File: config.mk
export PLATFORM = sky130hd
export DESIGN_NAME = mem_stream_loader_flat
export DESIGN_NICKNAME = d
export VERILOG_FILES = /design/src/rtl/mem_stream_loader_if.sv /design/src/rtl/mem_stream_loader.sv /design/src/flat_wrapper.sv
export SDC_FILE = /design/constraint.sdc
export NUM_CORES = 1
export LEC_CHECK = 0
export BUFFER_PORTS_ARGS = -buffer_cell sky130_fd_sc_hd__buf_2
export CORE_UTILIZATION = 64
export CTS_CLUSTER_DIAMETER = 100
export CTS_CLUSTER_SIZE = 30
export DETAILED_ROUTE_END_ITERATION = 8
export GPL_ROUTABILITY_DRIVEN = 0
export PLACE_DENSITY_LB_ADDON = 0.15
export SLEW_MARGIN = 0
export SYNTH_ARGS = -nofsm -noshare
export SYNTH_HDL_FRONTEND = slang
export SYNTH_SLANG_ARGS = --single-unit
File: constraint.sdc
create_clock -name clk_i -period 7.5 [get_ports clk_i]
set_clock_uncertainty 0.1 [all_clocks]
set_input_delay 0 -clock clk_i [delete_from_list [all_inputs] [get_ports clk_i]]
set_output_delay 0 -clock clk_i [all_outputs]
set_load 0.02 [all_outputs]
File: src/rtl/mem_stream_loader_if.sv
`default_nettype none
// ============================================================================
// Module      : mem_stream_loader_if
// Description : Byte-stream handshake and BRAM port bundle for the loader.
// Revision    : 1.0 - initial release
// ============================================================================
interface mem_stream_loader_if #(
    parameter int ADDR_WIDTH = 6,
    parameter int DATA_WIDTH = 32
);
    logic [7:0]            byte_i;
    logic                  byte_valid_i;
    logic                  byte_ready_o;
    logic [ADDR_WIDTH-1:0] mem_addr_o;
    logic [DATA_WIDTH-1:0] mem_data_o;
    logic                  mem_wr_no;
    logic                  mem_rd_no;
    logic [DATA_WIDTH-1:0] mem_data_i;

    // master: the loader itself; slave: the byte source and BRAM around it
    modport master (
        input  byte_i,
        input  byte_valid_i,
        input  mem_data_i,
        output byte_ready_o,
        output mem_addr_o,
        output mem_data_o,
        output mem_wr_no,
        output mem_rd_no
    );

    modport slave (
        output byte_i,
        output byte_valid_i,
        output mem_data_i,
        input  byte_ready_o,
        input  mem_addr_o,
        input  mem_data_o,
        input  mem_wr_no,
        input  mem_rd_no
    );
endinterface
`default_nettype wire

File: src/rtl/mem_stream_loader.sv
`default_nettype none
// ============================================================================
// Module      : mem_stream_loader
// Description : Packs a byte stream into little-endian words, writes them to
//               BRAM, then reads the range back and compares checksums.
// Revision    : 1.0 - initial release
// ============================================================================
module mem_stream_loader #(
    parameter int ADDR_WIDTH = 6,
    parameter int DATA_WIDTH = 32
) (
    input  wire logic                  clk_i,
    input  wire logic                  reset_ni,
    input  wire logic                  start_i,
    input  wire logic [ADDR_WIDTH-1:0] base_addr_i,
    input  wire logic [ADDR_WIDTH:0]   word_count_i,
    mem_stream_loader_if.master        bus,
    output logic                       busy_o,
    output logic                       done_o,
    output logic                       error_o,
    output logic [DATA_WIDTH-1:0]      checksum_o
);

    localparam int c_BYTES = DATA_WIDTH / 8;
    localparam int c_BIW   = (c_BYTES > 1) ? $clog2(c_BYTES) : 1;
    localparam logic [c_BIW-1:0]    c_LAST_BYTE = c_BIW'(c_BYTES - 1);
    localparam logic [ADDR_WIDTH:0] c_DEPTH     = (ADDR_WIDTH+1)'(1) << ADDR_WIDTH;

    typedef enum logic [2:0] {
        S_IDLE    = 3'd0,
        S_COLLECT = 3'd1,
        S_WRITE   = 3'd2,
        S_RD      = 3'd3,
        S_CAP     = 3'd4,
        S_CHECK   = 3'd5
    } state_t;

    state_t                r_state,    w_state;
    logic [ADDR_WIDTH-1:0] r_base,     w_base;
    logic [ADDR_WIDTH:0]   r_count,    w_count;
    logic [ADDR_WIDTH:0]   r_word_idx, w_word_idx;
    logic [c_BIW-1:0]      r_byte_idx, w_byte_idx;
    logic [DATA_WIDTH-1:0] r_word,     w_word;
    logic [DATA_WIDTH-1:0] r_checksum, w_checksum;
    logic [DATA_WIDTH-1:0] r_rd_sum,   w_rd_sum;
    logic [ADDR_WIDTH-1:0] r_addr,     w_addr;
    logic [DATA_WIDTH-1:0] r_data,     w_data;
    logic                  r_wr_n,     w_wr_n;
    logic                  r_rd_n,     w_rd_n;
    logic                  r_ready,    w_ready;
    logic                  r_busy,     w_busy;
    logic                  r_done,     w_done;
    logic                  r_error,    w_error;

    logic [DATA_WIDTH-1:0] w_word_asm;
    logic [ADDR_WIDTH-1:0] w_addr_cur;
    logic [ADDR_WIDTH-1:0] w_addr_nxt;
    logic [ADDR_WIDTH:0]   w_idx_inc;
    logic                  w_last;

    // Address arithmetic is ADDR_WIDTH wide so it wraps past the top of memory
    assign w_idx_inc  = r_word_idx + 1'b1;
    assign w_last     = (w_idx_inc == r_count);
    assign w_addr_cur = r_base + r_word_idx[ADDR_WIDTH-1:0];
    assign w_addr_nxt = r_base + w_idx_inc[ADDR_WIDTH-1:0];

    always_ff @(posedge clk_i) begin
        if (!reset_ni) begin
            r_state    <= S_IDLE;
            r_base     <= '0;
            r_count    <= '0;
            r_word_idx <= '0;
            r_byte_idx <= '0;
            r_word     <= '0;
            r_checksum <= '0;
            r_rd_sum   <= '0;
            r_addr     <= '0;
            r_data     <= '0;
            r_wr_n     <= 1'b1;
            r_rd_n     <= 1'b1;
            r_ready    <= 1'b0;
            r_busy     <= 1'b0;
            r_done     <= 1'b0;
            r_error    <= 1'b0;
        end else begin
            r_state    <= w_state;
            r_base     <= w_base;
            r_count    <= w_count;
            r_word_idx <= w_word_idx;
            r_byte_idx <= w_byte_idx;
            r_word     <= w_word;
            r_checksum <= w_checksum;
            r_rd_sum   <= w_rd_sum;
            r_addr     <= w_addr;
            r_data     <= w_data;
            r_wr_n     <= w_wr_n;
            r_rd_n     <= w_rd_n;
            r_ready    <= w_ready;
            r_busy     <= w_busy;
            r_done     <= w_done;
            r_error    <= w_error;
        end
    end

    always_comb begin
        w_state    = r_state;
        w_base     = r_base;
        w_count    = r_count;
        w_word_idx = r_word_idx;
        w_byte_idx = r_byte_idx;
        w_word     = r_word;
        w_checksum = r_checksum;
        w_rd_sum   = r_rd_sum;
        w_addr     = r_addr;
        w_data     = r_data;
        w_wr_n     = 1'b1;
        w_rd_n     = 1'b1;
        w_ready    = r_ready;
        w_busy     = r_busy;
        w_done     = r_done;
        w_error    = r_error;

        w_word_asm = r_word;
        w_word_asm[r_byte_idx*8 +: 8] = bus.byte_i;

        // Strobes, address and data are computed one state early so that
        // every BRAM-facing output comes straight from a flop.
        case (r_state)
            S_IDLE: begin
                if (start_i) begin
                    if (word_count_i == '0) begin
                        w_done  = 1'b1;
                        w_error = 1'b0;
                    end else if (word_count_i > c_DEPTH) begin
                        w_done  = 1'b1;
                        w_error = 1'b1;
                    end else begin
                        w_base     = base_addr_i;
                        w_count    = word_count_i;
                        w_word_idx = '0;
                        w_byte_idx = '0;
                        w_word     = '0;
                        w_checksum = '0;
                        w_rd_sum   = '0;
                        w_done     = 1'b0;
                        w_error    = 1'b0;
                        w_ready    = 1'b1;
                        w_busy     = 1'b1;
                        w_state    = S_COLLECT;
                    end
                end
            end

            S_COLLECT: begin
                if (bus.byte_valid_i && r_ready) begin
                    w_word = w_word_asm;
                    if (r_byte_idx == c_LAST_BYTE) begin
                        w_byte_idx = '0;
                        w_ready    = 1'b0;
                        w_wr_n     = 1'b0;
                        w_addr     = w_addr_cur;
                        w_data     = w_word_asm;
                        w_state    = S_WRITE;
                    end else begin
                        w_byte_idx = r_byte_idx + 1'b1;
                    end
                end
            end

            S_WRITE: begin
                w_checksum = r_checksum + r_data;
                if (w_last) begin
                    w_word_idx = '0;
                    w_rd_n     = 1'b0;
                    w_addr     = r_base;
                    w_state    = S_RD;
                end else begin
                    w_word_idx = w_idx_inc;
                    w_ready    = 1'b1;
                    w_state    = S_COLLECT;
                end
            end

            // BRAM read data is registered, so it is taken in CAP
            S_RD: begin
                w_state = S_CAP;
            end

            S_CAP: begin
                w_rd_sum = r_rd_sum + bus.mem_data_i;
                if (w_last) begin
                    w_word_idx = '0;
                    w_state    = S_CHECK;
                end else begin
                    w_word_idx = w_idx_inc;
                    w_rd_n     = 1'b0;
                    w_addr     = w_addr_nxt;
                    w_state    = S_RD;
                end
            end

            S_CHECK: begin
                w_done  = 1'b1;
                w_error = (r_rd_sum != r_checksum);
                w_busy  = 1'b0;
                w_state = S_IDLE;
            end

            default: begin
                w_state = S_IDLE;
            end
        endcase
    end

    assign bus.byte_ready_o = r_ready;
    assign bus.mem_addr_o   = r_addr;
    assign bus.mem_data_o   = r_data;
    assign bus.mem_wr_no    = r_wr_n;
    assign bus.mem_rd_no    = r_rd_n;
    assign busy_o           = r_busy;
    assign done_o           = r_done;
    assign error_o          = r_error;
    assign checksum_o       = r_checksum;

endmodule
`default_nettype wire

File: src/flat_wrapper.sv
// flat-port wrapper written by rule: the top's interface ports become plain ports
module mem_stream_loader_flat 
#(
    parameter int ADDR_WIDTH = 6,
    parameter int DATA_WIDTH = 32
)
  (clk_i, reset_ni, start_i, base_addr_i, word_count_i, busy_o, done_o, error_o, checksum_o, bus_byte_i, bus_byte_valid_i, bus_mem_data_i, bus_byte_ready_o, bus_mem_addr_o, bus_mem_data_o, bus_mem_wr_no, bus_mem_rd_no);
  mem_stream_loader_if #(.ADDR_WIDTH(ADDR_WIDTH), .DATA_WIDTH(DATA_WIDTH)) bus_i ();
  input  wire logic clk_i;
  input  wire logic reset_ni;
  input  wire logic start_i;
  input  wire logic [ADDR_WIDTH-1:0] base_addr_i;
  input  wire logic [ADDR_WIDTH:0] word_count_i;
  output logic busy_o;
  output logic done_o;
  output logic error_o;
  output logic [DATA_WIDTH-1:0] checksum_o;
  input wire logic [$bits(bus_i.byte_i)-1:0] bus_byte_i;
  input wire logic [$bits(bus_i.byte_valid_i)-1:0] bus_byte_valid_i;
  input wire logic [$bits(bus_i.mem_data_i)-1:0] bus_mem_data_i;
  output wire logic [$bits(bus_i.byte_ready_o)-1:0] bus_byte_ready_o;
  output wire logic [$bits(bus_i.mem_addr_o)-1:0] bus_mem_addr_o;
  output wire logic [$bits(bus_i.mem_data_o)-1:0] bus_mem_data_o;
  output wire logic [$bits(bus_i.mem_wr_no)-1:0] bus_mem_wr_no;
  output wire logic [$bits(bus_i.mem_rd_no)-1:0] bus_mem_rd_no;
  assign bus_i.byte_i = bus_byte_i;
  assign bus_i.byte_valid_i = bus_byte_valid_i;
  assign bus_i.mem_data_i = bus_mem_data_i;
  assign bus_byte_ready_o = bus_i.byte_ready_o;
  assign bus_mem_addr_o = bus_i.mem_addr_o;
  assign bus_mem_data_o = bus_i.mem_data_o;
  assign bus_mem_wr_no = bus_i.mem_wr_no;
  assign bus_mem_rd_no = bus_i.mem_rd_no;
  mem_stream_loader #(.ADDR_WIDTH(ADDR_WIDTH), .DATA_WIDTH(DATA_WIDTH)) u_core (.clk_i(clk_i), .reset_ni(reset_ni), .start_i(start_i), .base_addr_i(base_addr_i), .word_count_i(word_count_i), .bus(bus_i), .busy_o(busy_o), .done_o(done_o), .error_o(error_o), .checksum_o(checksum_o));
endmodule
## Word level (Yosys, flattened, before mapping)

Cells that the tools add are included.

- Input bits: 57
- Flip-flop bits (word level): 165
- Output and inout port bits: 76

- Shifts and indexed selects: 2
- Reductions and logical operators: 23
- $lt $le $gt $ge: 1
- Multiplexer cells: 51
- Eq/ne operators: 16
- Bitwise gates (word level): 2
- $add $sub $neg: 7

Operators by type and width:

| kind | number |
|---|---|
| case mux 32 bit (2 select lines) | 3 |
| 2-to-1 mux 32 bit | 4 |
| adder 32 bit | 2 |
| negator 5 -> 34 bit | 1 |
| variable shift 8 x 34 -> 32 bit, first input constant | 1 |
| variable part select 8 x 34 -> 32 bit | 1 |
| bitwise mux 32 bit | 1 |
| inequality test 32 bit | 1 |
| 2-to-1 mux 7 bit | 4 |
| 2-to-1 mux 6 bit | 4 |
| AND reduction 4 bit | 5 |
| 2-to-1 mux 3 bit | 6 |
| case mux 6 bit (3 select lines) | 1 |
| case mux 3 bit (5 select lines) | 1 |
| AND reduction 5 bit | 3 |
| 2-to-1 mux 1 bit | 14 |
| case mux 7 bit (2 select lines) | 1 |
| adder 6 bit | 2 |
| 2-to-1 mux 2 bit | 6 |
| inequality test 2 bit, second input constant | 5 |
| nonzero test 2 bit | 5 |
| case mux 1 bit (2 select lines) | 4 |
| adder 7 x 1 -> 7 bit, second input constant | 1 |
| == test 7 bit | 1 |
| 18 further kinds | 25 |

## Longest topological paths before layout

Gate-level depths: netlist (run 1).

- Depth in word-level cells: 5
- Depth in mapped cells: 16
- Depth with buffers taken out: 13

## Worst setup path after synthesis (run 1)

No wires, ideal clock.

- Path type: flip-flop to flip-flop
- From: register u_core.r_state[1]
- To: register u_core.r_addr[5] (netlist: u_core.bus.mem_addr_o[5])
- Path buffers: 3
- Clock period less this slack: 3.139 ns
- Arrival time: 2.954 ns
- Data required time: 7.314 ns
- Slack: 4.361 ns
- Library setup time: 0.086 ns
- Stages on the path, launching flop included: 17
- Cell sequence: dfxtp_1 clkbuf_1 nor2_1 and2_1 clkbuf_1 clkbuf_1 nand2_1 o21ai_0 ha_1 a21o_1 a21oi_1 o21bai_1 a21oi_1 xnor2_1 nor2_1 xnor2_1 a211oi_1

- Longest elaborated chain between the ends: 3

RTL lines:

| what | line | RTL |
|---|---|---|
| from (decl) | mem_stream_loader.sv:38 | `state_t r_state, w_state;` |
| from (signal assigned) | mem_stream_loader.sv:86 | `r_state <= w_state;` |
| == test 3 bit (tied with other cells) | mem_stream_loader.sv:128 | `case (r_state)` |
| inequality test 2 bit (no line) (tied with other cells) | n/a |  |
| AND reduction 5 bit (no line) | n/a |  |
| to (signal assigned) | mem_stream_loader.sv:94 | `r_addr <= w_addr;` |
| to (decl) | mem_stream_loader.sv:46 | `logic [ADDR_WIDTH-1:0] r_addr, w_addr;` |

Parallel ways exist; a longest one is shown, timed or not.
A chain may end at the register's enable or synchronous reset.

## Worst setup path after layout (run 1)

- From: register u_core.r_word_idx[0]
- To: register u_core.r_addr[3] (netlist: u_core.bus.mem_addr_o[3])

- Longest elaborated chain between the ends: 4

RTL lines:

| what | line | RTL |
|---|---|---|
| from (decl) | mem_stream_loader.sv:41 | `logic [ADDR_WIDTH:0] r_word_idx, w_word_idx;` |
| from (signal assigned) | mem_stream_loader.sv:89 | `r_word_idx <= w_word_idx;` |
| adder 7 x 1 -> 7 bit or adder 6 bit (tied branches) | mem_stream_loader.sv:62, mem_stream_loader.sv:64 |  |
| adder 6 bit (tied with other cells) | mem_stream_loader.sv:65 | `assign w_addr_nxt = r_base + w_idx_inc[ADDR_WIDTH-1:0];` |
| 2-to-1 mux 6 bit (tied with other cells) | mem_stream_loader.sv:191 | `if (w_last) begin` |
| case mux 6 bit (3 select lines) or AND reduction 5 bit (tied branches) | n/a |  |

Parallel ways exist; a longest one is shown, timed or not. The select of a mux whose other input is x is not followed.

==> results of run 1 <==
## final timing paths
kind / endpoint / slack (ns) / startpoint / depth (start not counted)
worst max-delay path: u_core.bus.mem_addr_o[3] / 4.10 / u_core.r_word_idx[0] / 10
worst min register to register: u_core.r_word[6] / 0.38 / u_core.r_word[6] / 2
worst min-delay path: u_core.r_rd_sum[3] / 0.02 / bus_mem_data_i[3] / 5
worst max register to register: u_core.bus.mem_addr_o[3] / 4.10 / u_core.r_word_idx[0] / 10
## per-stage QoR
stage          utilization, %  power (mW)  area [um^2]  worst slack [ns]
4_1_cts                 75.45       1.918        12160             4.163
3_5_place_dp            70.16       1.052        11310             4.294
5_1_grt                 75.45       1.973        12160             3.908
3_3_place_gp            70.16       1.050        11310             4.390
2_1_floorplan               -       1.016        10680             4.361
6_report                75.45       1.916        12160             4.102
## sequential cells by signal, summed over array words and instances (netlist names), 3 cells and up
| signal | count |
|---|---|
| u_core.r_word_idx | 7 |
| u_core.r_count | 7 |
| u_core.r_word | 32 |
| u_core.r_base | 6 |
| u_core.bus.mem_addr_o | 6 |
| u_core.r_rd_sum | 32 |
| u_core.r_state | 3 |
| u_core.bus.mem_data_o | 32 |
| u_core.checksum_o | 32 |
## kinds of logic (layout without fill, tap and decap cells)
logic type / count (synthesis) / after routing / synth area share [%]
mux: 20 / 20 / 1.886
simple gates: 440 / 440 / 20.11
compound gates: 407 / 407 / 25.37
flops: 165 / 165 / 30.92
fa+ha+maj: 77 / 77 / 9.229
buf+inv: 98 / 222 / 4.287
xor+xnor: 100 / 100 / 8.199
## synth_stat cells (all sizes together), types with 5 or more instances
master    n
a211oi   46
a21o     49
a21oi   143
a22o     10
a22oi    23
a31oi    12
and2     10
and3     11
buf      21
clkbuf   52
dfxtp   165
ha       74
inv      25
mux2i    19
nand2    78
nand2b   12
nand3    22
nand4    12
nor2    169
nor2b    36
nor3     57
nor4     10
o211ai   11
o21ai    60
o21bai   13
or2       5
or3       6
xnor2    56
xor2     44
## worst max-delay path: cells and delay by family (launching register included)
family | cells | cell delay (ns)
adder cells (fa/ha/maj) | 1 | 0.33
flip-flops | 1 | 0.47
XOR/XNOR | 1 | 0.22
AO/OA/AOI/OAI | 3 | 1.15
AND/OR/NAND/NOR | 5 | 1.03
## area by class of cell
cell class | instances | area [um^2]
clock buffers | 20 | 466.7
clock inverters | 12 | 116.4
multi-input cells | 1044 | 6930
flip-flops and latches | 165 | 3303
inverters | 25 | 96.34
well taps | 216 | 270.3
repair buffers | 165 | 975.9
fillers | 1261 | 3956
## repair_timing
action | in CTS | in global routing
endpoints found under the hold margin | 53 | 0
hold buffers | 27 | 0
buffers inserted | 0 | 0
## layer usage
metal	track usage [%]	vias up	part of all wire [%]
li1	-	4960	-
met1	44.77	4721	43
met2	54.46	413	46
met3	5.710	82	7.0
met4	17.78	0	4.3
met5	0	-	0
## power by group through the flow
stage / combinational, mW / clock (mW) / sequential, mW
after floorplan: 0.107 / 0 / 0.909
after detailed placement: 0.143 / 0 / 0.909
after global routing: 0.171 / 0.911 / 0.890
after global placement: 0.141 / 0 / 0.909
after CTS: 0.155 / 0.874 / 0.890
final: 0.158 / 0.868 / 0.890
==> impl_table.tex, run 1 <==
\begin{tabular}{lr}
\hline
Metric & Value \\
\hline
\multicolumn{2}{l}{\textbf{Clock tree}} \\
CTS HTree Levels & 4 \\
Clock-pin slew on the worst setup and hold paths & 0.07 ns \\
Cells resized by post-CTS repair & 0 \\
Worst-skew pair later-pin latency & 0.44 ns \\
Number of buffers on the longest clock path & 2 \\
CTS buffer count & 17 \\
Root buffer cell & clkbuf\_16 \\
CTS Sinks & 165 \\
Clock tree from TritonCTS & yes \\
\multicolumn{2}{l}{\textbf{STA}} \\
Shortest period the worst path allows & 3.398 ns \\
Rel. slew slack & 27.88\% \\
Share of the cycle needed by the critical path after routing & 45.30\% \\
Hold WS & 0.02173 ns \\
Highest clock rate & 294.3 MHz \\
Sum of negative setup slack & 0 ns \\
Unrepaired setup endpoints after global routing & false \\
Final-report hold violation count & 0 \\
Total of endpoints with negative setup slack in the final report & 0 \\
Actual slew at the worst max-slew pin & 1.082 ns \\
Pins over their slew limit & 0 \\
\multicolumn{2}{l}{\textbf{Global routing}} \\
Pin count of the biggest net entering global routing & 69 \\
Antenna violations before repair & 0 \\
Global-route wire length before repair & 47350 um \\
Total overflow reported by the global router & 0 \\
Total routing usage reported by global routing & 34.32\% \\
Via count of the first global-routing pass & 9261 \\
\multicolumn{2}{l}{\textbf{Routing}} \\
Total routed wirelength & 29780 um \\
Average wire length per cell after detail routing & 18.08 um \\
First DRT Iteration DRCs & 804 \\
Total DRC errors in the routed layout & 0 \\
Total via count after detailed routing & 10176 \\
Post-DRT Antenna Nets & 0 \\
1st-pass router iterations & 6 \\
Via-per-instance ratio & 6.179 \\
\multicolumn{2}{l}{\textbf{Setup path}} \\
Class of the most critical setup path & reg2reg \\
Worst Setup Start Kind & flop \\
CP arrival & 3.64 ns \\
CP Max Fanout & 11 \\
Required time reported for the critical path endpoint & 7.74 ns \\
List of cells traversed by the critical path & ha\_1, nand3\_1, xnor2\_1, nand4\_1, nor3\_2, nand2\_1, a2bb2oi\_1, o21ai\_1, nor2\_1, a211oi\_1 \\
Longest individual stage delay on the worst path & 0.71 ns \\
Crit-path slowest cell & o21ai\_1 \\
Sort of element at the end of the critical path & flop \\
\multicolumn{2}{l}{\textbf{Synthesis}} \\
Mapped Nets & 1441 \\
Syn avg cell area & 8.173 um\^{}2 \\
Gate Count Post-Synth & 1307 \\
Post-synth ARST share & 0\% \\
Largest area contributor in the synthesized netlist & dfxtp\_1 \\
Synth warnings & 0 \\
Cell types with the largest area share after synthesis & dfxtp\_1 31\%, ha\_1 8.7\%, a21oi\_1 5.7\% \\
Most used flip-flop cell after synthesis & dfxtp\_1 \\
Register bit total from synthesis & 165 \\
Area share of the leading cell type in the synthesized netlist & 30.92\% \\
Unique cell type count in the Yosys netlist & 72 \\
Sequential fraction of the synthesis area & 30.92\% \\
Number of enable flip-flop cells after synthesis & 0 \\
Post-synthesis cell area & 10680 um\^{}2 \\
\multicolumn{2}{l}{\textbf{Pwr}} \\
Part of the power in registers & 46.4\% \\
Power per Cell Area & 157.6 nW/um\^{}2 \\
Part of the power in combinational logic & 8.3\% \\
Cell leakage power & 5.495 nW \\
Reported net switching power & 489.1 uW \\
Clock share of power & 45.3\% \\
Internal power & 1.427 mW \\
Switching part of the total & 25.52\% \\
Max IR drop VDD & 0.1631 mV \\
\multicolumn{2}{l}{\textbf{Cells and area}} \\
Antenna diode count & 0 \\
Commonest non-fill, non-tap cell in the layout & dfxtp\_1 \\
Synthesis-to-finish area growth & 13.82\% \\
Commonest non-fill, non-tap cells in the layout & 165 x dfxtp\_1, 149 x nor2\_1, 132 x buf\_2, 122 x a21oi\_1, 77 x nand2\_1 \\
Final cell count without fillers & 1647 \\
Fraction of layout instances using a drive strength above 1 & 16.63\% \\
Number of nets in the layout & 1552 \\
\multicolumn{2}{l}{\textbf{Placement}} \\
Count of input and output buffers & 132 \\
Placed cell count & 1588 \\
Post-DP HPWL & 21210 um \\
\multicolumn{2}{l}{\textbf{Floorplanning}} \\
Cell Rows & 46 \\
Chip width & 131.2 um \\
Area of the die & 17210 um\^{}2 \\
Core Box Area & 16120 um\^{}2 \\
I/O pins & 133 \\
Initial core utilization & 66.29\% \\
Die span in y & 131.2 um \\
\multicolumn{2}{l}{\textbf{Run status}} \\
Run status & finished clean \\
\multicolumn{2}{l}{\textbf{Worst hold path}} \\
Path type of the worst min-delay path & in2reg \\
\multicolumn{2}{l}{\textbf{Flow run}} \\
\# Max-Cap Violations & 0 \\
\hline
\end{tabular}
Power figures use the tool's default switching activity.
==> run 2, diff against run 1 <==
--- a/config.mk
+++ b/config.mk
@@ -5,8 +5,9 @@
 export SDC_FILE = /design/constraint.sdc
 export NUM_CORES = 1
 export LEC_CHECK = 0
+export ABC_AREA = 1
 export BUFFER_PORTS_ARGS = -buffer_cell sky130_fd_sc_hd__buf_2
-export CORE_UTILIZATION = 64
+export CORE_UTILIZATION = 60
 export CTS_CLUSTER_DIAMETER = 100
 export CTS_CLUSTER_SIZE = 30
 export DETAILED_ROUTE_END_ITERATION = 8
==> constraint.sdc (replaced) <==
create_clock -name clk_i -period 3.3 [get_ports clk_i]
set_clock_uncertainty 0.1 [all_clocks]
set_input_delay 0 -clock clk_i [delete_from_list [all_inputs] [get_ports clk_i]]
set_output_delay 0 -clock clk_i [all_outputs]
set_load 0.02 [all_outputs]
==> impl_table.tex, run 2 <==
\begin{tabular}{lr}
\hline
Metric & Value \\
\hline
\multicolumn{2}{l}{\textbf{STA}} \\
Sum of negative setup slack & 0 ns (unchanged) \\
Total of endpoints with negative setup slack in the final report & 0 (unchanged) \\
Share of the cycle needed by the critical path after routing & 80.54\% (+35 points) \\
Shortest period the worst path allows & 2.658 ns (-0.7399 ns) \\
Actual slew at the worst max-slew pin & 0.7902 ns (-0.2916 ns) \\
Final-report hold violation count & 0 (unchanged) \\
Rel. slew slack & 47.24\% (+19 points) \\
Highest clock rate & 376.2 MHz (+28\%) \\
Pins over their slew limit & 0 (unchanged) \\
Unrepaired setup endpoints after global routing & false \\
\multicolumn{2}{l}{\textbf{Floorplanning}} \\
Chip width & 141.4 um (+7.8\%) \\
Cell Rows & 50 (+8.7\%) \\
Area of the die & 19990 um\^{}2 (+16\%) \\
Core Box Area & 18890 um\^{}2 (+17\%) \\
Die span in y & 141.4 um (+7.8\%) \\
I/O pins & 133 (unchanged) \\
Initial core utilization & 61.69\% (-4.6 points) \\
\multicolumn{2}{l}{\textbf{Pwr}} \\
Final Power & 4.784 mW (+150\%) \\
Cell leakage power & 6.448 nW (+17\%) \\
Max IR drop VDD & 0.3145 mV (+93\%) \\
Power per Cell Area & 356.6 nW/um\^{}2 (+130\%) \\
\multicolumn{2}{l}{\textbf{Routing}} \\
Via-per-instance ratio & 5.667 (-8.3\%) \\
First DRT Iteration DRCs & 1278 (+59\%) \\
Total routed wirelength & 36340 um (+22\%) \\
Average wire length per cell after detail routing & 15.87 um (-12\%) \\
Total DRC errors in the routed layout & 0 (unchanged) \\
Total via count after detailed routing & 12977 (+28\%) \\
Post-DRT Antenna Nets & 0 (unchanged) \\
1st-pass router iterations & 6 (unchanged) \\
\multicolumn{2}{l}{\textbf{Setup path}} \\
Required time reported for the critical path endpoint & 3.54 ns (-4.20 ns) \\
Longest individual stage delay on the worst path & 0.45 ns (-0.26 ns) \\
CP arrival & 2.89 ns (-0.75 ns) \\
Gate family responsible for the most delay along the worst path & simple AND/OR/NAND/NOR gates \\
CP Max Fanout & 29 (+18) \\
Crit-path slowest cell & dfxtp\_1 \\
List of cells traversed by the critical path & inv\_1, nor2\_2, buf\_4, o21ai\_0, ha\_1, nand2\_1, nand2\_1, nand2\_1, and3\_1, nand2\_1, nand4\_1, nand2\_1, inv\_1, nor2\_1, nor2\_1 \\
Class of the most critical setup path & reg2reg \\
Sort of element at the end of the critical path & flop \\
Worst Setup Start Kind & flop \\
Buffers plus inverters on the worst setup path & 3 (+3) \\
Dominant cell type by count on the critical path & nand2\_1 \\
\multicolumn{2}{l}{\textbf{Clock tree}} \\
Clock-pin slew on the worst setup and hold paths & 0.08 ns (about the same) \\
Worst-skew pair later-pin latency & 0.44 ns (about the same) \\
Clock tree from TritonCTS & yes \\
Buffer count from post-CTS setup fixing & 0 (unchanged) \\
Root buffer cell & clkbuf\_16 \\
Number of buffers on the longest clock path & 2 (unchanged) \\
CTS buffer count & 17 (unchanged) \\
CTS Sinks & 165 (unchanged) \\
CTS HTree Levels & 4 (unchanged) \\
\multicolumn{2}{l}{\textbf{Placement}} \\
Placed cell count & 2225 (+40\%) \\
Count of input and output buffers & 132 (unchanged) \\
Post-DP HPWL & 27500 um (+30\%) \\
\multicolumn{2}{l}{\textbf{Run status}} \\
Run status & finished clean \\
\multicolumn{2}{l}{\textbf{Global routing}} \\
Global-route wire length before repair & 57360 um (+21\%) \\
Via count of the first global-routing pass & 11674 (+26\%) \\
Total overflow reported by the global router & 0 (unchanged) \\
Antenna violations before repair & 0 (unchanged) \\
Total routing usage reported by global routing & 36.39\% (+2.1 points) \\
Pin count of the biggest net entering global routing & 81 (+17\%) \\
\multicolumn{2}{l}{\textbf{Synthesis}} \\
Post-synthesis cell area & 11650 um\^{}2 (+9.1\%) \\
Post-synth ARST share & 0\% (unchanged) \\
Syn avg cell area & 6.199 um\^{}2 (-24\%) \\
Sequential fraction of the synthesis area & 28.34\% (-2.6 points) \\
Number of enable flip-flop cells after synthesis & 0 (unchanged) \\
Synth warnings & 0 (unchanged) \\
Mapped Nets & 2014 (+40\%) \\
Register bit total from synthesis & 165 (unchanged) \\
Leading cell type by number of instances after synthesis & nand2\_1 \\
Unique cell type count in the Yosys netlist & 38 (-47\%) \\
Cell types with the largest area share after synthesis & dfxtp\_1 28\%, nand2\_1 16\%, a21oi\_1 8.8\% \\
Area share of the leading cell type in the synthesized netlist & 28.34\% (-2.6 points) \\
Largest area contributor in the synthesized netlist & dfxtp\_1 \\
Gate Count Post-Synth & 1880 (+44\%) \\
Most used flip-flop cell after synthesis & dfxtp\_1 \\
Commonest cells in the synthesized netlist & 491 x nand2\_1, 266 x inv\_1, 204 x a21oi\_1, 165 x dfxtp\_1, 152 x nor2\_1 \\
\multicolumn{2}{l}{\textbf{Cells and area}} \\
Fraction of layout instances using a drive strength above 1 & 10.84\% (-5.8 points) \\
Final cell count without fillers & 2290 (+39\%) \\
Number of nets in the layout & 2151 (+39\%) \\
Commonest non-fill, non-tap cell in the layout & nand2\_1 \\
Commonest non-fill, non-tap cells in the layout & 491 x nand2\_1, 265 x inv\_1, 204 x a21oi\_1, 165 x dfxtp\_1, 150 x nor2\_1 \\
Antenna diode count & 0 (unchanged) \\
Synthesis-to-finish area growth & 15.09\% \\
\multicolumn{2}{l}{\textbf{Flow run}} \\
\# Max-Cap Violations & 0 (unchanged) \\
\multicolumn{2}{l}{\textbf{Worst hold path}} \\
Path type of the worst min-delay path & in2reg \\
\hline
\end{tabular}
[run 2: cell types whose count changed after synthesis, sizes merged, moves of 29 or more]
| cell | before | now |
|---|---|---|
| nand2 | 78 | 494 |
| a21oi | 143 | 204 |
| a21o | 49 | 1 |
| nor3 | 57 | 25 |
| xnor2 | 56 | 27 |
| o22ai | 2 | 32 |
| xor2 | 44 | 6 |
| a211oi | 46 | 1 |
| nor2b | 36 | 0 |
| nand3 | 22 | 148 |
| inv | 25 | 274 |
| o21ai | 60 | 141 |
[run 2: report_power, final]
| group | internal [mW] | leakage, nW | total, mW | switching (mW) |
|---|---|---|---|---|
| combinational | 0.212 | 4.82 | 0.655 | 0.443 |
| sequential | 2.06 | 1.34 | 2.10 | 0.0388 |
| clock | 1.03 | 0.286 | 2.03 | 1.01 |
[run 2: timing repair]
action / CTS / global route
hold buffers: 33 / 0
hold endpoints to repair: 54 / 0
resized for setup: 0 / 0
endpoints found under the setup margin: 0 / 0
[run 2: kinds of logic (layout without fill, tap and decap cells)]
group	after synthesis	after routing	synth area share, %
AND/OR/NAND/NOR	886	886	32.51
XOR/XNOR	33	33	2.480
flip-flops	165	165	28.34
AO/OA/AOI/OAI	390	390	17.38
buffers and inverters	329	479	10.83
adder cells (fa/ha/maj)	77	77	8.460
[run 2: worst paths after layout]
| path | cells past startpoint | start | endpoint | slack, ns |
|---|---|---|---|---|
| worst max register to register | 15 | u_core.r_state[2] | u_core.bus.mem_addr_o[5] | 0.64 |
| worst min register to register | 2 | u_core.r_word[0] | u_core.r_word[0] | 0.36 |
| worst max-delay path | 15 | u_core.r_state[2] | u_core.bus.mem_addr_o[5] | 0.64 |
| worst min-delay path | 5 | bus_mem_data_i[10] | u_core.r_rd_sum[10] | 0.02 |
[run 2: per-layer routing]
layer  track usage, %  share of wire, %  vias to the layer above
met3            6.514                10                       86
met2            57.92                44                      649
met4            15.05               3.7                        0
met5                0                 0                        -
li1                 -                 -                     6403
met1            48.69                42                     5839
[run 2: metrics by stage]
stage / hold WS (ns) / setup WS [ns] / utilization (%) / area, um^2
6_report: 0.01799 / 0.6420 / 71.00 / 13410
5_1_grt: 0.04258 / 0.3923 / 71.00 / 13410
4_1_cts: 0.0007592 / 0.6521 / 71.00 / 13410
3_5_place_dp: 0.1314 / 0.6988 / 66.09 / 12490
3_3_place_gp: 0.1253 / 0.7954 / 66.09 / 12490
2_1_floorplan: 0.03490 / 0.7262 / - / 11650
[run 2: area by class of cell]
cell class                 instances  area (um^2)
clock buffer                      17        425.4
clock inverter                    15        171.4
fill                            1684         5479
inverter                         274         1031
multi-input combinational       1386         7094
sequential                       165         3303
tap                              260        325.3
timing repair buffer             173         1064
[run 2: worst reg2reg max path: cells and delay by family (launching register included)]
family	cells	cell delay [ns]
AND/OR/NAND/NOR	10	0.97
flip-flops	1	0.45
adder cells (fa/ha/maj)	1	0.36
AO/OA/AOI/OAI	1	0.14
buffers and inverters	3	0.55
==> run 3, diff against run 2 <==
--- a/config.mk
+++ b/config.mk
@@ -5,9 +5,9 @@
 export SDC_FILE = /design/constraint.sdc
 export NUM_CORES = 1
 export LEC_CHECK = 0
-export ABC_AREA = 1
+export ABC_AREA = 0
 export BUFFER_PORTS_ARGS = -buffer_cell sky130_fd_sc_hd__buf_2
-export CORE_UTILIZATION = 60
+export CORE_UTILIZATION = 59
 export CTS_CLUSTER_DIAMETER = 100
 export CTS_CLUSTER_SIZE = 30
 export DETAILED_ROUTE_END_ITERATION = 8
==> constraint.sdc (replaced) <==
create_clock -name clk_i -period 2.7 [get_ports clk_i]
set_clock_uncertainty 0.1 [all_clocks]
set_input_delay 0 -clock clk_i [delete_from_list [all_inputs] [get_ports clk_i]]
set_output_delay 0 -clock clk_i [all_outputs]
set_load 0.02 [all_outputs]
==> impl_table.tex, run 3 (synthesis gave the netlist of run 1 again) <==
\begin{tabular}{lr}
\hline
Metric & Value \\
\hline
\multicolumn{2}{l}{\textbf{Setup path}} \\
Launch point of the worst reg-to-reg path & u\_core.bus.mem\_data\_o[0] \\
Count of cell instances traversed by the critical path & 12 (-3) \\
Longest individual stage delay on the worst path & 0.39 ns (-0.06 ns) \\
Sort of element at the end of the critical path & flop \\
Required time reported for the critical path endpoint & 2.91 ns (-0.63 ns) \\
CP arrival & 2.95 ns (+0.06 ns) \\
Reg2Reg Capture Point & u\_core.checksum\_o[26] \\
CP Max Fanout & 4 (-86\%) \\
Gate family responsible for the most delay along the worst path & compound AO/OA/AOI/OAI gates \\
Buffers plus inverters on the worst setup path & 1 (-2) \\
Depth of the most critical reg-to-reg path & 12 (-3) \\
Class of the most critical setup path & reg2reg \\
Crit-path slowest cell & fa\_2 \\
Worst reg2reg setup slack & -0.04 ns (-0.68 ns) \\
Worst Setup Start Kind & flop \\
List of cells traversed by the critical path & ha\_4, inv\_2, fa\_2, nand2b\_4, a21oi\_4, a221oi\_4, o21ai\_2, a311o\_1, nand2\_2, o21a\_1, o2111ai\_1, o211ai\_1 \\
\multicolumn{2}{l}{\textbf{Global routing}} \\
Antenna violations before repair & 0 (unchanged) \\
Total overflow reported by the global router & 0 (unchanged) \\
Global-route wire length before repair & 50300 um (-12\%) \\
Pin count of the biggest net entering global routing & 60 (-26\%) \\
Total routing usage reported by global routing & 34.78\% (-1.6 points) \\
Via count of the first global-routing pass & 9999 (-14\%) \\
\multicolumn{2}{l}{\textbf{Clock tree}} \\
Number of buffers on the longest clock path & 2 (unchanged) \\
CTS Sinks & 165 (unchanged) \\
Clock-pin slew on the worst setup and hold paths & 0.07 ns (about the same) \\
Worst-skew pair later-pin latency & 0.43 ns (about the same) \\
CTS buffer count & 17 (unchanged) \\
Root buffer cell & clkbuf\_16 \\
Clock tree from TritonCTS & yes \\
CTS HTree Levels & 4 (unchanged) \\
\multicolumn{2}{l}{\textbf{STA}} \\
Hold WS & -0.03760 ns (-0.05559 ns) \\
Final-report hold violation count & 1 (+1) \\
Sum of negative setup slack & -0.1798 ns (-0.1798 ns) \\
Total of endpoints with negative setup slack in the final report & 5 (+5) \\
Pins over their slew limit & 0 (unchanged) \\
Unrepaired setup endpoints after global routing & true \\
Share of the cycle needed by the critical path after routing & 101.6\% (+21 points) \\
Setup slack of the critical path after layout & -0.04219 ns (-0.6842 ns) \\
Highest clock rate & 364.7 MHz (-3.1\%) \\
Actual slew at the worst max-slew pin & 0.6834 ns (-0.1068 ns) \\
Rel. slew slack & 54.44\% (+7.2 points) \\
Shortest period the worst path allows & 2.742 ns (+0.08422 ns) \\
\multicolumn{2}{l}{\textbf{Floorplanning}} \\
Core Box Area & 17480 um\^{}2 (-7.5\%) \\
Cell Rows & 48 (-4.0\%) \\
Chip width & 136.6 um (-3.4\%) \\
Die span in y & 136.6 um (-3.4\%) \\
I/O pins & 133 (unchanged) \\
Area of the die & 18650 um\^{}2 (-6.7\%) \\
Initial core utilization & 61.13\% (-0.56 points) \\
\multicolumn{2}{l}{\textbf{Routing}} \\
Total routed wirelength & 34750 um (-4.4\%) \\
Total DRC errors in the routed layout & 0 (unchanged) \\
First DRT Iteration DRCs & 1045 (-18\%) \\
Total via count after detailed routing & 11070 (-15\%) \\
Average wire length per cell after detail routing & 19.40 um (+22\%) \\
1st-pass router iterations & 5 (-1) \\
Post-DRT Antenna Nets & 0 (unchanged) \\
Via-per-instance ratio & 6.181 (+9.1\%) \\
\multicolumn{2}{l}{\textbf{Cells and area}} \\
Filler Cell Count & 1194 (-29\%) \\
Commonest non-fill, non-tap cell in the layout & dfxtp\_1 \\
Fraction of layout instances using a drive strength above 1 & 28.54\% (+18 points) \\
Synthesis-to-finish area growth & 28.73\% \\
Number of nets in the layout & 1688 (-22\%) \\
Commonest non-fill, non-tap cells in the layout & 151 x dfxtp\_1, 148 x nor2\_1, 133 x buf\_4, 132 x buf\_2, 110 x a21oi\_1 \\
Antenna diode count & 0 (unchanged) \\
Final Cell Area & 13750 um\^{}2 (+2.5\%) \\
\multicolumn{2}{l}{\textbf{Worst hold path}} \\
Path type of the worst min-delay path & in2reg \\
Hold Path Sink & u\_core.r\_rd\_sum[15] \\
Startpoint of the lowest-slack hold path & bus\_mem\_data\_i[15] \\
Number of cells on the worst hold path & 4 (-1) \\
\multicolumn{2}{l}{\textbf{Placement}} \\
Area after DPL & 12230 um\^{}2 (-2.0\%) \\
Count of input and output buffers & 132 (unchanged) \\
Post-DP HPWL & 23610 um (-14\%) \\
\multicolumn{2}{l}{\textbf{Pwr}} \\
Power per Cell Area & 393.8 nW/um\^{}2 (+10\%) \\
Cell leakage power & 6.253 nW (-3.0\%) \\
Max IR drop VDD & 0.4376 mV (+39\%) \\
\multicolumn{2}{l}{\textbf{Run status}} \\
Run status & finished with violations \\
Violations in the final reports & negative hold slack, negative setup slack \\
\multicolumn{2}{l}{\textbf{Flow run}} \\
\# Max-Cap Violations & 0 (unchanged) \\
\hline
\end{tabular}
## run 3: cell types whose count changed in the layout (fill, tap and decap cells not counted), moves of 25 or more
cell / change
nor3_1: +25
nor2b_1: +35
xor2_1: +38
nand3_1: -123
o21ai_0: -90
a211oi_1: +44
a21oi_1: -94
xnor2_1: +29
buf_4: +126
nand2_1: -415
a21o_1: +48
o22ai_1: -30
a21oi_2: +32
inv_1: -242
## run 3: per-stage QoR
stage               utilization [%]  cells  power [mW]  hold slack [ns]  setup WS, ns
CTS                           75.16   1771       5.332          0.01309      0.001267
detailed placement            70.00   1712       2.968           0.1449      -0.06702
floorplan                         -   1307       2.823          0.04724      -0.05265
global route                  78.69   1791       5.556         0.008723       -0.1221
global placement              70.00   1712       2.961           0.1352     -0.001102
finish                        78.69   1791       5.415         -0.03760      -0.04219
## run 3: worst register-to-register path, delay by kind of cell, from the launching register on
| family | cells | cell delay (ns) |
|---|---|---|
| buffers and inverters | 1 | 0.04 |
| AND/OR/NAND/NOR | 2 | 0.25 |
| flip-flops | 1 | 0.35 |
| AO/OA/AOI/OAI | 7 | 1.36 |
| adder cells (fa/ha/maj) | 2 | 0.53 |
## run 3: worst max-delay path by stage
| stage | from | to | slack [ns] |
|---|---|---|---|
| final | u_core.bus.mem_data_o[0] | u_core.checksum_o[26] | -0.04 |
| after global routing | u_core.bus.mem_data_o[3] | u_core.checksum_o[30] | -0.12 |
| after CTS | u_core.bus.mem_data_o[5] | u_core.checksum_o[30] | 0.001 |
| after detailed placement | u_core.r_rd_sum[0] | u_core.r_rd_sum[30] | -0.07 |
| after global placement | u_core.r_rd_sum[0] | u_core.r_rd_sum[30] | -0.001 |
| after floorplan | u_core.r_state[1] | u_core.bus.mem_addr_o[5] | -0.05 |
## run 3: repair_timing
action | in CTS | in global routing
pin swaps | 8 | 46
setup buffers | 1 | 17
resized for setup | 11 | 84
gates cloned | 0 | 4
hold buffers | 27 | 0
setup endpoints to repair | 18 | 63
endpoints found under the hold margin | 55 | 0
## run 3: report_power, final
| group | switching, mW | internal, mW |
|---|---|---|
| clock | 1.05 | 1.34 |
| combinational | 0.326 | 0.225 |
| sequential | 0.0159 | 2.45 |
## run 3: per-layer routing
metal / track usage [%] / vias to the layer above / part of all wire [%]
met4: 15.99 / 0 / 4.2
li1: - / 5217 / -
met1: 46.00 / 5143 / 41
met5: 0 / - / 0
met3: 6.185 / 113 / 8.7
met2: 54.96 / 597 / 46
## run 3: final cells by class
type                       instances  area [um^2]  area share, %
timing repair buffer             300         2087          15.18
clock buffer                      21        470.5          3.421
inverter                          25        96.34         0.7006
sequential                       165         3321          24.15
clock inverter                    10        96.34         0.7006
multi-input combinational       1045         7400          53.81
tap                              225        281.5          2.047
